$ cat src/rtl/serial_rx_16x.sv
// 16x-oversampled asynchronous serial receiver: start, DATA_BITS data (LSB first), stop.
// Define SERIAL_RX_PARITY_EN to add an even parity bit between data and stop.
module serial_rx_16x #(
    parameter int unsigned DATA_BITS  = 8,
    parameter int unsigned OVERSAMPLE = 16
) (
    input  logic                 clk,
    input  logic                 rst,
    input  logic                 serialIn,
    output logic [DATA_BITS-1:0] receive_parallel,
    output logic                 char_received,
    output logic                 frame_error,
    output logic                 parity_error,
    output logic                 busy
);

    localparam int unsigned OsW  = $clog2(OVERSAMPLE);
    localparam int unsigned BitW = $clog2(DATA_BITS + 1);
    localparam logic [OsW-1:0]  OsMid   = OsW'(OVERSAMPLE / 2 - 1);
    localparam logic [OsW-1:0]  OsLast  = OsW'(OVERSAMPLE - 1);
    localparam logic [BitW-1:0] LastBit = BitW'(DATA_BITS - 1);

    typedef enum logic [2:0] {
        StIdle, StStart, StData, StParity, StStop, StBreak
    } state_e;

    state_e                state_q, state_d;
    logic [1:0]            sync_q, sync_d;
    logic [OsW-1:0]        os_cnt_q, os_cnt_d;
    logic [BitW-1:0]       bit_cnt_q, bit_cnt_d;
    logic [DATA_BITS-1:0]  shift_q, shift_d;
    logic [DATA_BITS-1:0]  data_q, data_d;
    logic                  char_q, char_d;
    logic                  ferr_q, ferr_d;
    logic                  perr_d;
    logic                  par_mis;
    logic                  rx_s;

    assign sync_d = {sync_q[0], serialIn};
    assign rx_s   = sync_q[1];

`ifdef SERIAL_RX_PARITY_EN
    logic par_mis_q, par_mis_d;
    logic perr_q;

    assign par_mis      = par_mis_q;
    assign parity_error = perr_q;

    always_ff @(posedge clk or posedge rst) begin
        if (rst) begin
            par_mis_q <= 1'b0;
            perr_q    <= 1'b0;
        end else begin
            par_mis_q <= par_mis_d;
            perr_q    <= perr_d;
        end
    end

    // Mismatch is latched in PARITY and consumed in STOP; cleared whenever idle.
    always_comb begin
        par_mis_d = par_mis_q;
        if (state_q == StIdle) begin
            par_mis_d = 1'b0;
        end else if (state_q == StParity && os_cnt_q == OsLast) begin
            par_mis_d = ^{shift_q, rx_s};
        end
    end
`else
    assign par_mis      = 1'b0;
    assign parity_error = 1'b0;
`endif

    always_ff @(posedge clk or posedge rst) begin
        if (rst) begin
            state_q   <= StIdle;
            sync_q    <= 2'b11;
            os_cnt_q  <= '0;
            bit_cnt_q <= '0;
            shift_q   <= '0;
            data_q    <= '0;
            char_q    <= 1'b0;
            ferr_q    <= 1'b0;
        end else begin
            state_q   <= state_d;
            sync_q    <= sync_d;
            os_cnt_q  <= os_cnt_d;
            bit_cnt_q <= bit_cnt_d;
            shift_q   <= shift_d;
            data_q    <= data_d;
            char_q    <= char_d;
            ferr_q    <= ferr_d;
        end
    end

    always_comb begin
        state_d   = state_q;
        os_cnt_d  = os_cnt_q + 1'b1;
        bit_cnt_d = bit_cnt_q;
        shift_d   = shift_q;
        data_d    = data_q;
        char_d    = 1'b0;
        ferr_d    = 1'b0;
        perr_d    = 1'b0;
        case (state_q)
            StIdle: begin
                os_cnt_d = '0;
                if (!rx_s) state_d = StStart;
            end
            StStart: begin
                if (os_cnt_q == OsMid) begin
                    os_cnt_d  = '0;
                    bit_cnt_d = '0;
                    state_d   = rx_s ? StIdle : StData;
                end
            end
            StData: begin
                if (os_cnt_q == OsLast) begin
                    shift_d   = {rx_s, shift_q[DATA_BITS-1:1]};
                    bit_cnt_d = bit_cnt_q + 1'b1;
                    if (bit_cnt_q == LastBit) begin
                        os_cnt_d = '0;
`ifdef SERIAL_RX_PARITY_EN
                        state_d  = StParity;
`else
                        state_d  = StStop;
`endif
                    end
                end
            end
`ifdef SERIAL_RX_PARITY_EN
            StParity: begin
                if (os_cnt_q == OsLast) begin
                    os_cnt_d = '0;
                    state_d  = StStop;
                end
            end
`endif
            StStop: begin
                if (os_cnt_q == OsLast) begin
                    os_cnt_d = '0;
                    if (!rx_s) begin
                        ferr_d  = 1'b1;
                        state_d = StBreak;
                    end else if (par_mis) begin
                        perr_d  = 1'b1;
                        state_d = StIdle;
                    end else begin
                        data_d  = shift_q;
                        char_d  = 1'b1;
                        state_d = StIdle;
                    end
                end
            end
            StBreak: begin
                os_cnt_d = '0;
                if (rx_s) state_d = StIdle;
            end
            default: begin
                os_cnt_d = '0;
                state_d  = StIdle;
            end
        endcase
    end

    assign receive_parallel = data_q;
    assign char_received    = char_q;
    assign frame_error      = ferr_q;
    assign busy             = (state_q != StIdle);

endmodule
$ cat config.mk
export PLATFORM = sky130hd
export DESIGN_NAME = serial_rx_16x
export DESIGN_NICKNAME = d
export VERILOG_FILES = /design/src/rtl/serial_rx_16x.sv
export SDC_FILE = /design/constraint.sdc
export NUM_CORES = 1
export LEC_CHECK = 0
export ABC_AREA = 1
export CAP_MARGIN = 25
export CORE_ASPECT_RATIO = 1.5
export CORE_UTILIZATION = 55
export DETAILED_ROUTE_END_ITERATION = 8
export PLACE_DENSITY = 0.76
export REMOVE_ABC_BUFFERS = 1
export SKIP_CTS_REPAIR_TIMING = 1
export SLEW_MARGIN = 20
export SYNTH_ARGS = -nofsm -noshare
export SYNTH_HDL_FRONTEND = slang
export SYNTH_SLANG_ARGS = --single-unit
$ cat constraint.sdc
create_clock -name clk -period 1.65 [get_ports clk]
set_input_delay 0.165 -clock clk [delete_from_list [all_inputs] [get_ports clk]]
set_output_delay 0.165 -clock clk [all_outputs]
set_load 0.03 [all_outputs]
* Yosys cells after proc, flatten, opt, wreduce, memory -nomap -nowiden
Cells that the tools add are included.
Storage, ports and cells: register bits after elaboration 31, output and inout port bits 12, bits of input ports 3
Operators by class: equal/unequal tests 13, mux-type cells 23, reduce and logical (&&, ||, !) cells 7, $add $sub $neg 2
Operators with widths (number):
- 4-bit two-way mux | 6
- 3-bit two-way mux | 7
- 3-bit one-hot mux with 5 select lines | 1
- 2-bit inequality test, second input constant | 6
- 4-bit one-hot mux with 3 select lines | 1
- 4-bit by 1-bit adder with 4-bit output, second input constant | 2
- 4-bit by 3-bit equality test with 1-bit output, second input constant | 2
- 4-bit one-hot mux with 2 select lines | 1
- 3-bit equality test, second input constant | 2
- 1-bit two-way mux | 6
- 3-bit AND reduction | 2
- 6-bit AND reduction | 1
- 4-bit equality test, second input constant | 1
- 3-bit by 1-bit equality test with 1-bit output, second input constant | 1
- 3-bit by 2-bit equality test with 1-bit output, second input constant | 1
- 3-bit zero test | 1
- 3-bit nonzero test | 1
- 2-bit two-way mux | 1
- 2-bit AND reduction | 1
- 2-bit nonzero test | 1

* Depth between registers and ports, before layout
Gate-level depths: netlist (run 1).
depth in word-level cells 4, mapped depth 8

* Least setup slack after synthesis (run 1)
No wires, ideal clock.
path kind flip-flop to flip-flop, start register os_cnt_q[0], end register bit_cnt_q[1], setup time 0.126 ns, path slack 0.309 ns, cell stages (with the launch flop) 8, arrival 1.215 ns, data required time 1.524 ns, cell sequence dfrtp_1 ha_1 nand2_2 nor2_1 nor2_2 inv_1 nand3_2 o21ai_0
On the way: word-level cells in the longest chain between the ends 3, elaborated cells between the ends (all ways) 5, classes of those cells eq/ne: 4; reduce/logical: 1
RTL lines:
- from (decl) | RTL line 29 | logic [OsW-1:0] os_cnt_q, os_cnt_d;
- from (signal assigned) | RTL line 86 | os_cnt_q <= os_cnt_d;
- 4-bit equality test / 4-bit by 3-bit equality test with 1-bit output (equally long branches) | RTL line 117, 110
- 2-bit inequality test (no line)
- 3-bit AND reduction (no line) *
- to (signal assigned) | RTL line 87 | bit_cnt_q <= bit_cnt_d;
- to (decl) | RTL line 30 | logic [BitW-1:0] bit_cnt_q, bit_cnt_d;
Mark *: on every way between the ends. The rest lies on a longest branch, timed or not. A chain may end at the register's enable or synchronous reset.

* Final worst setup path (run 1)
start register data_q[1] (netlist: receive_parallel[1]), end output port receive_parallel[1]
RTL lines:
- from (decl) | RTL line 32 | logic [DATA_BITS-1:0] data_q, data_d;
- from (signal assigned) | RTL line 89 | data_q <= data_d;
- to (decl) | RTL line 10 | output logic [DATA_BITS-1:0] receive_parallel,
No word-level cell between the ends.

==> results of run 1 <==
[per-layer routing]
layer	vias up	part of all wire	track usage
met5	-	0	0
met4	0	0.022	0.0871
met3	7	0.030	0.0659
met2	15	0.54	0.353
met1	460	0.40	0.204
li1	516	-	-
[cells in the mapped netlist]
| cell type | n |
|---|---|
| nor2_8 | 1 |
| nor2_2 | 5 |
| nand3_4 | 1 |
| inv_2 | 2 |
| nand2_4 | 1 |
| nand2_2 | 1 |
| nand4_1 | 2 |
| and2_4 | 1 |
| o21ai_0 | 3 |
| o21ai_2 | 17 |
| dfstp_2 | 2 |
| buf_6 | 2 |
| buf_4 | 1 |
| xor2_1 | 2 |
| nand3_2 | 3 |
| inv_1 | 16 |
| nand3_1 | 9 |
| nor2_4 | 1 |
| a21bo_1 | 1 |
| a21oi_1 | 1 |
| nor2_1 | 5 |
| nand2_1 | 38 |
| conb_1 | 1 |
| ha_1 | 2 |
| a21boi_0 | 1 |
| nor3_1 | 1 |
| or2_2 | 1 |
| dfrtp_1 | 29 |
[metrics by stage]
stage	std cells	setup WS, ns
floorplan	147	0.309
global placement	197	0.229
finish	204	0.134
global route	204	0.00976
detailed placement	197	0.198
CTS	204	-0.167
[kinds of logic after synthesis]
| kind of cell | share of synthesized area |
|---|---|
| flops | 0.528 |
| other cells | 0.00254 |
| xor+xnor | 0.0119 |
| simple gates | 0.249 |
| buf+inv | 0.0662 |
| compound gates | 0.126 |
| fa+ha+maj | 0.0170 |
[final cells by class]
class	instances	area share
Inverter	18	0.0401
Sequential cell	31	0.461
Timing Repair Buffer	14	0.0831
Multi-Input combinational cell	98	0.355
Clock inverter	1	0.00297
Clock buffer	6	0.0304
Tap cell	36	0.0267
[how the worst min path moves through the flow]
| stage | slack (ns) | start | cells past startpoint | end |
|---|---|---|---|---|
| 6_report | 0.19 | rst | 3 | shift_q[0]$_DFFE_PP0P_ |
| 3_3_place_gp | 0.35 | sync_q[0]$_DFF_PP1_ | 0 | sync_q[1]$_DFF_PP1_ |
| 5_1_grt | 0.23 | serialIn | 1 | sync_q[0]$_DFF_PP1_ |
| 3_5_place_dp | 0.35 | sync_q[0]$_DFF_PP1_ | 0 | sync_q[1]$_DFF_PP1_ |
| 4_1_cts | 0.21 | rst | 3 | bit_cnt_q[2]$_DFFE_PP0P_ |
| 2_1_floorplan | 0.17 | serialIn | 0 | sync_q[0]$_DFF_PP1_ |
[placed cells by master (no fill, tap or decap), types with 2 or more instances in the layout]
cell,instances
nand2_1,38
dfrtp_1,29
o21ai_2,17
inv_1,16
clkdlybuf4s50_1,12
nand3_1,9
nor2_2,5
nor2_1,5
clkbuf_4,5
nand3_2,3
o21ai_0,3
inv_2,2
xor2_1,2
nand4_1,2
ha_1,2
dfstp_2,2
[power by group]
group | internal [mW] | switching [mW]
Sequential | 0.830 | 0.0695
Clock | 0.197 | 0.238
Combinational | 0.262 | 0.457
Total | 1.29 | 0.765
[registers in the layout, indices dropped and copies added (netlist names)]
name,cells
receive_parallel,8
shift_q,8
bit_cnt_q,4
os_cnt_q,4
state_q,3
sync_q,2
char_received,1
frame_error,1
==> results.md, run 1 <==
* Status: completed
* Largest cells by area after synthesis: dfrtp_1, o21ai_2, nand2_1
* Sequential cell area at between 700 and 800 µm²
* Placed inst area at approximately 1600 µm²
* Iteration-0 DRC count of the detailed router at 15
* Die X at between 40 and 50 µm
* Crit-path slowest cell: clkdlybuf4s50_1
* Average cell area after synthesis at approximately 9.8 µm²
* PortBufs at 13
* CP delay by family, top: buffers and inverters
* Clock Pin Slew Worst Setup and Hold Paths at roughly 0.090 ns
* Number of inserted diodes at 0
* Starting Density at 0.589
* Worst r2r src: os_cnt_q[0]$_DFF_PP0_
* Power, Total at ~2 mW
* CP cell instances: clkdlybuf4s50_1
* Cell Area, Synth at about 1500 µm²
* Via Count at between 900 and 1000
* Critical Path Source: receive_parallel[1]$_DFFE_PP0P_
* I/O pins at 15
* Worst Hold Class: input pin to asynchronous set/reset pin
* Leak pwr at approximately 0.84 nW
* Tcrit/Tclk final at 0.919
* R2r endpoint: state_q[2]$_DFFE_PP0P_
* Clock Sinks at 31
* Detail Placement HPWL at between 1.5 and 2 mm
* Warnings, synthesis at 0
* Final setup fails at 0
* Power density over the cells at 1220 nW/µm²
* Post-synthesis sequential area ratio at 0.528
* GR Util All Layers at 0.199
* R2R setup slack at between 0.15 and 0.2 ns
* Initial antenna violation count at 0
* Critical Path Max Stage Delay at ~0.67 ns
* Final wirelength at between 2 and 2.5 mm
* Slew Viols, Final at 0
* Htree depth at 2
* Area Growth Syn to Fin at 14.3%
* Yosys top cell area share at 0.492
* Critical path depth at 1
* Multi-input combinational cell area at ~600 µm²
* Gr ovfl total at 0
* TritonCTS Buffers at 5
* Routed vias/inst at about 5
* Dominant cell type by area after synthesis: dfrtp_1
* Setup crit start kind: flop
* First-pass GRT wire length at just over 4 mm
* Crit-path max FO at 2
* Final instance area at about 1700 µm²
* Final nets at 173
* Arrival time worst endpoint at around 1.4 ns
* # fillers at about 190
* Row count at 22
* ANT nets after route at 0
* Min Hold Slack at ~0.19 ns
* Tmin final at approximately 1.5 ns
* WS Path Type: flop to primary output
* Worst reg-to-reg path cell count at 6
* Crit end category: primary output
* Syn Inst Count at 150
* CP Data Required Time at 1.48 ns
* DRC at 0
* Die area at between 2000 and 3000 µm²
* Final GP Congestion at approximately 0.8
* Clock tree from TritonCTS: built
* Register bit total from synthesis at 31
* Maximum vdd ir drop at roughly 1 mV
* Fin. Hold Viols at 0
* CORE AREA at about 2500 µm²
* RSZ-0062 raised after global routing: no
* Skew-Pair Late Insertion Delay at around 0.32 ns
* CTS max path bufs at 2
* Clk_skew at 0.00582 ns
* Total negative slack at 0 ns
* Die Y at ~65 µm
* CP bufs+invs at 1
* Pre-antenna DRT Iters at 4
* Critical path endpoint: receive_parallel[1]
* Vias in the first global route at between 1000 and 1500
* Final Util at 0.673
* Cell variety after synth at 28
* Wire per inst at between 10 and 15 µm
* FMAX at between 600 and 700 MHz
* Root Buffer: clkbuf_4
* Share of cells above drive strength 1 at 0.262
* Largest net degree at the start of global routing at 32
* Max-cap viol count at 0
Note: power is estimated with default switching activity, not from simulation.
==> run 2: changes to the inputs <==
Settings changed: CORE_MARGIN from default to 5, SLEW_MARGIN 20 to default.
==> run 2 against run 1 <==
Against the previous run:
- final area grew 1.6%
- clock power grew 28%
- routed wire length grew 9.5%
- setup slack gained 0.036 ns
- count of clock-buffer cells in the layout grew 1
- first-iteration DRC count grew 67%
- sequential share of layout area shrank 0.71 points
- register-to-register slack is essentially flat
- fmax grew 2.4%
- utilization shrank 1.9 points
- non-clock buffer count is the same
- largest power group unchanged
==> results.md, run 2 (same netlist as run 1, synthesis figures left out) <==
* Arrival time worst endpoint at 1.32 ns
* Multi-input combinational cell area at approximately 600 µm²
* Tmin final at 1.48 ns
* GR Util All Layers at 0.167
* Commonest non-fill, non-tap cell in the layout: nand2_1
* CORE AREA at about 2600 µm²
* Detail Placement HPWL at ~1.9 mm
* Pre-antenna DRT Iters at 4
* CP cell instances: clkdlybuf4s50_1
* Status: completed
* # fillers at approximately 210
* Largest net degree at the start of global routing at 32
* Crit-path slowest cell: clkdlybuf4s50_1
* Die X at approximately 52 µm
* CP bufs+invs at 1
* Root Buffer: clkbuf_8
* Clock tree from TritonCTS: built
* Htree depth at 2
* CTS max path bufs at 2
* Tcrit/Tclk final at 0.897
* Die Y at 73.4 µm
* Max-cap viol count at 0
* TritonCTS Buffers at 5
* Setup crit start kind: flop
* Maximum vdd ir drop at approximately 1.2 mV
* Vias in the first global route at 1061
* Final Util at 0.654
* ANT nets after route at 0
* Row count at 23
* WS Path Type: flop to primary output
* Final wirelength at between 2 and 3 mm
* Die area at roughly 3800 µm²
* I/O pins at 15
* Power density over the cells at ~1300 nW/µm²
* PortBufs at 13
* FMAX at a little under 700 MHz
* CP Data Required Time at 1.48 ns
* Share of cells above drive strength 1 at 0.254
* Final instance area at about 1700 µm²
* Final setup fails at 0
* Iteration-0 DRC count of the detailed router at 25
* Crit-path max FO at 2
* Via Count at 1028
* RSZ-0062 raised after global routing: no
* Crit end category: primary output
* Gr ovfl total at 0
* Clock Sinks at 31
* Number of inserted diodes at 0
* Placed inst area at 1630 µm²
* Critical Path Max Stage Delay at 0.67 ns
* Clk_skew at 0.00520 ns
* Wire per inst at 12.2 µm
* Final nets at 173
* CP delay by family, top: buffers and inverters
* Skew-Pair Late Insertion Delay at between 0.2 and 0.3 ns
* Power, Total at 2.18 mW
* Starting Density at 0.563
* Sequential cell area at 778 µm²
* DRC at 0
* Leak pwr at around 0.85 nW
* Routed vias/inst at around 5
* Final GP Congestion at between 0.7 and 0.8
* Initial antenna violation count at 0
* Slew Viols, Final at 0
* Fin. Hold Viols at 0
* First-pass GRT wire length at about 4.7 mm
* Area Growth Syn to Fin at 16.1%
* Most frequent cells in the layout: nand2_1, dfrtp_1, o21ai_2
* Clock Pin Slew Worst Setup and Hold Paths at around 0.060 ns
* Worst Hold Class: input pin to asynchronous set/reset pin
==> run 2: cell count changes in the layout (fill, tap and decap cells not counted) <==
cell	before	now
clkbuf_4	5	0
clkbuf_8	1	5
clkbuf_1	0	2
==> run 2: area by class of cell <==
cell class	instances	share of cell area
clock buffer	7	0.0446
clock inverter	1	0.00292
timing repair buffer	14	0.0818
tap	37	0.0270
inverter	18	0.0394
sequential	31	0.454
multi-input combinational	98	0.350
==> run 2: through the flow <==
step	TNS (ns)	instances	hold slack, ns	worst slack, ns
after detailed placement	0	198	0.351	0.190
after CTS	-0.111	206	0.267	-0.111
final	0	206	0.262	0.170
after global placement	0	198	0.348	0.240
after floorplan	0	147	0.169	0.309
after global routing	0	206	0.293	0.0530
==> run 2: path summary, 6_finish.rpt <==
path                                                 start                              end  slack [ns]  depth (start not counted)
min in group clk                                  serialIn              sync_q[0]$_DFF_PP1_        0.29                          1
max                        receive_parallel[1]$_DFFE_PP0P_              receive_parallel[1]        0.17                          1
min                                                    rst  receive_parallel[5]$_DFFE_PP0P_        0.26                          3
max in group asynchronous                              rst              sync_q[1]$_DFF_PP1_        1.07                          3
max reg2reg                          os_cnt_q[0]$_DFF_PP0_            os_cnt_q[0]$_DFF_PP0_        0.19                          5
min reg2reg                            sync_q[0]$_DFF_PP1_              sync_q[1]$_DFF_PP1_        0.36                          0
==> run 2: where the power goes <==
part | leakage, nW | internal, mW | switching (mW)
registers | 0.422 | 0.831 | 0.0659
logic | 0.383 | 0.262 | 0.464
clock network | 0.0422 | 0.295 | 0.263
total | 0.847 | 1.39 | 0.793
==> run 2: routing by layer <==
layer	vias up	global-route usage	routed length (µm)
met1	491	0.182	993
li1	511	-	-
met4	0	0.102	76
met3	7	0.0507	117
met2	19	0.279	1320
met5	-	0	0
==> run 2: worst reg2reg max path: stages (launching register included) <==
cell	delay, ns
dfrtp_1	0.38
ha_1	0.21
nand3_1	0.19
o21ai_2	0.33
and2_4	0.21
nor2_2	0.03
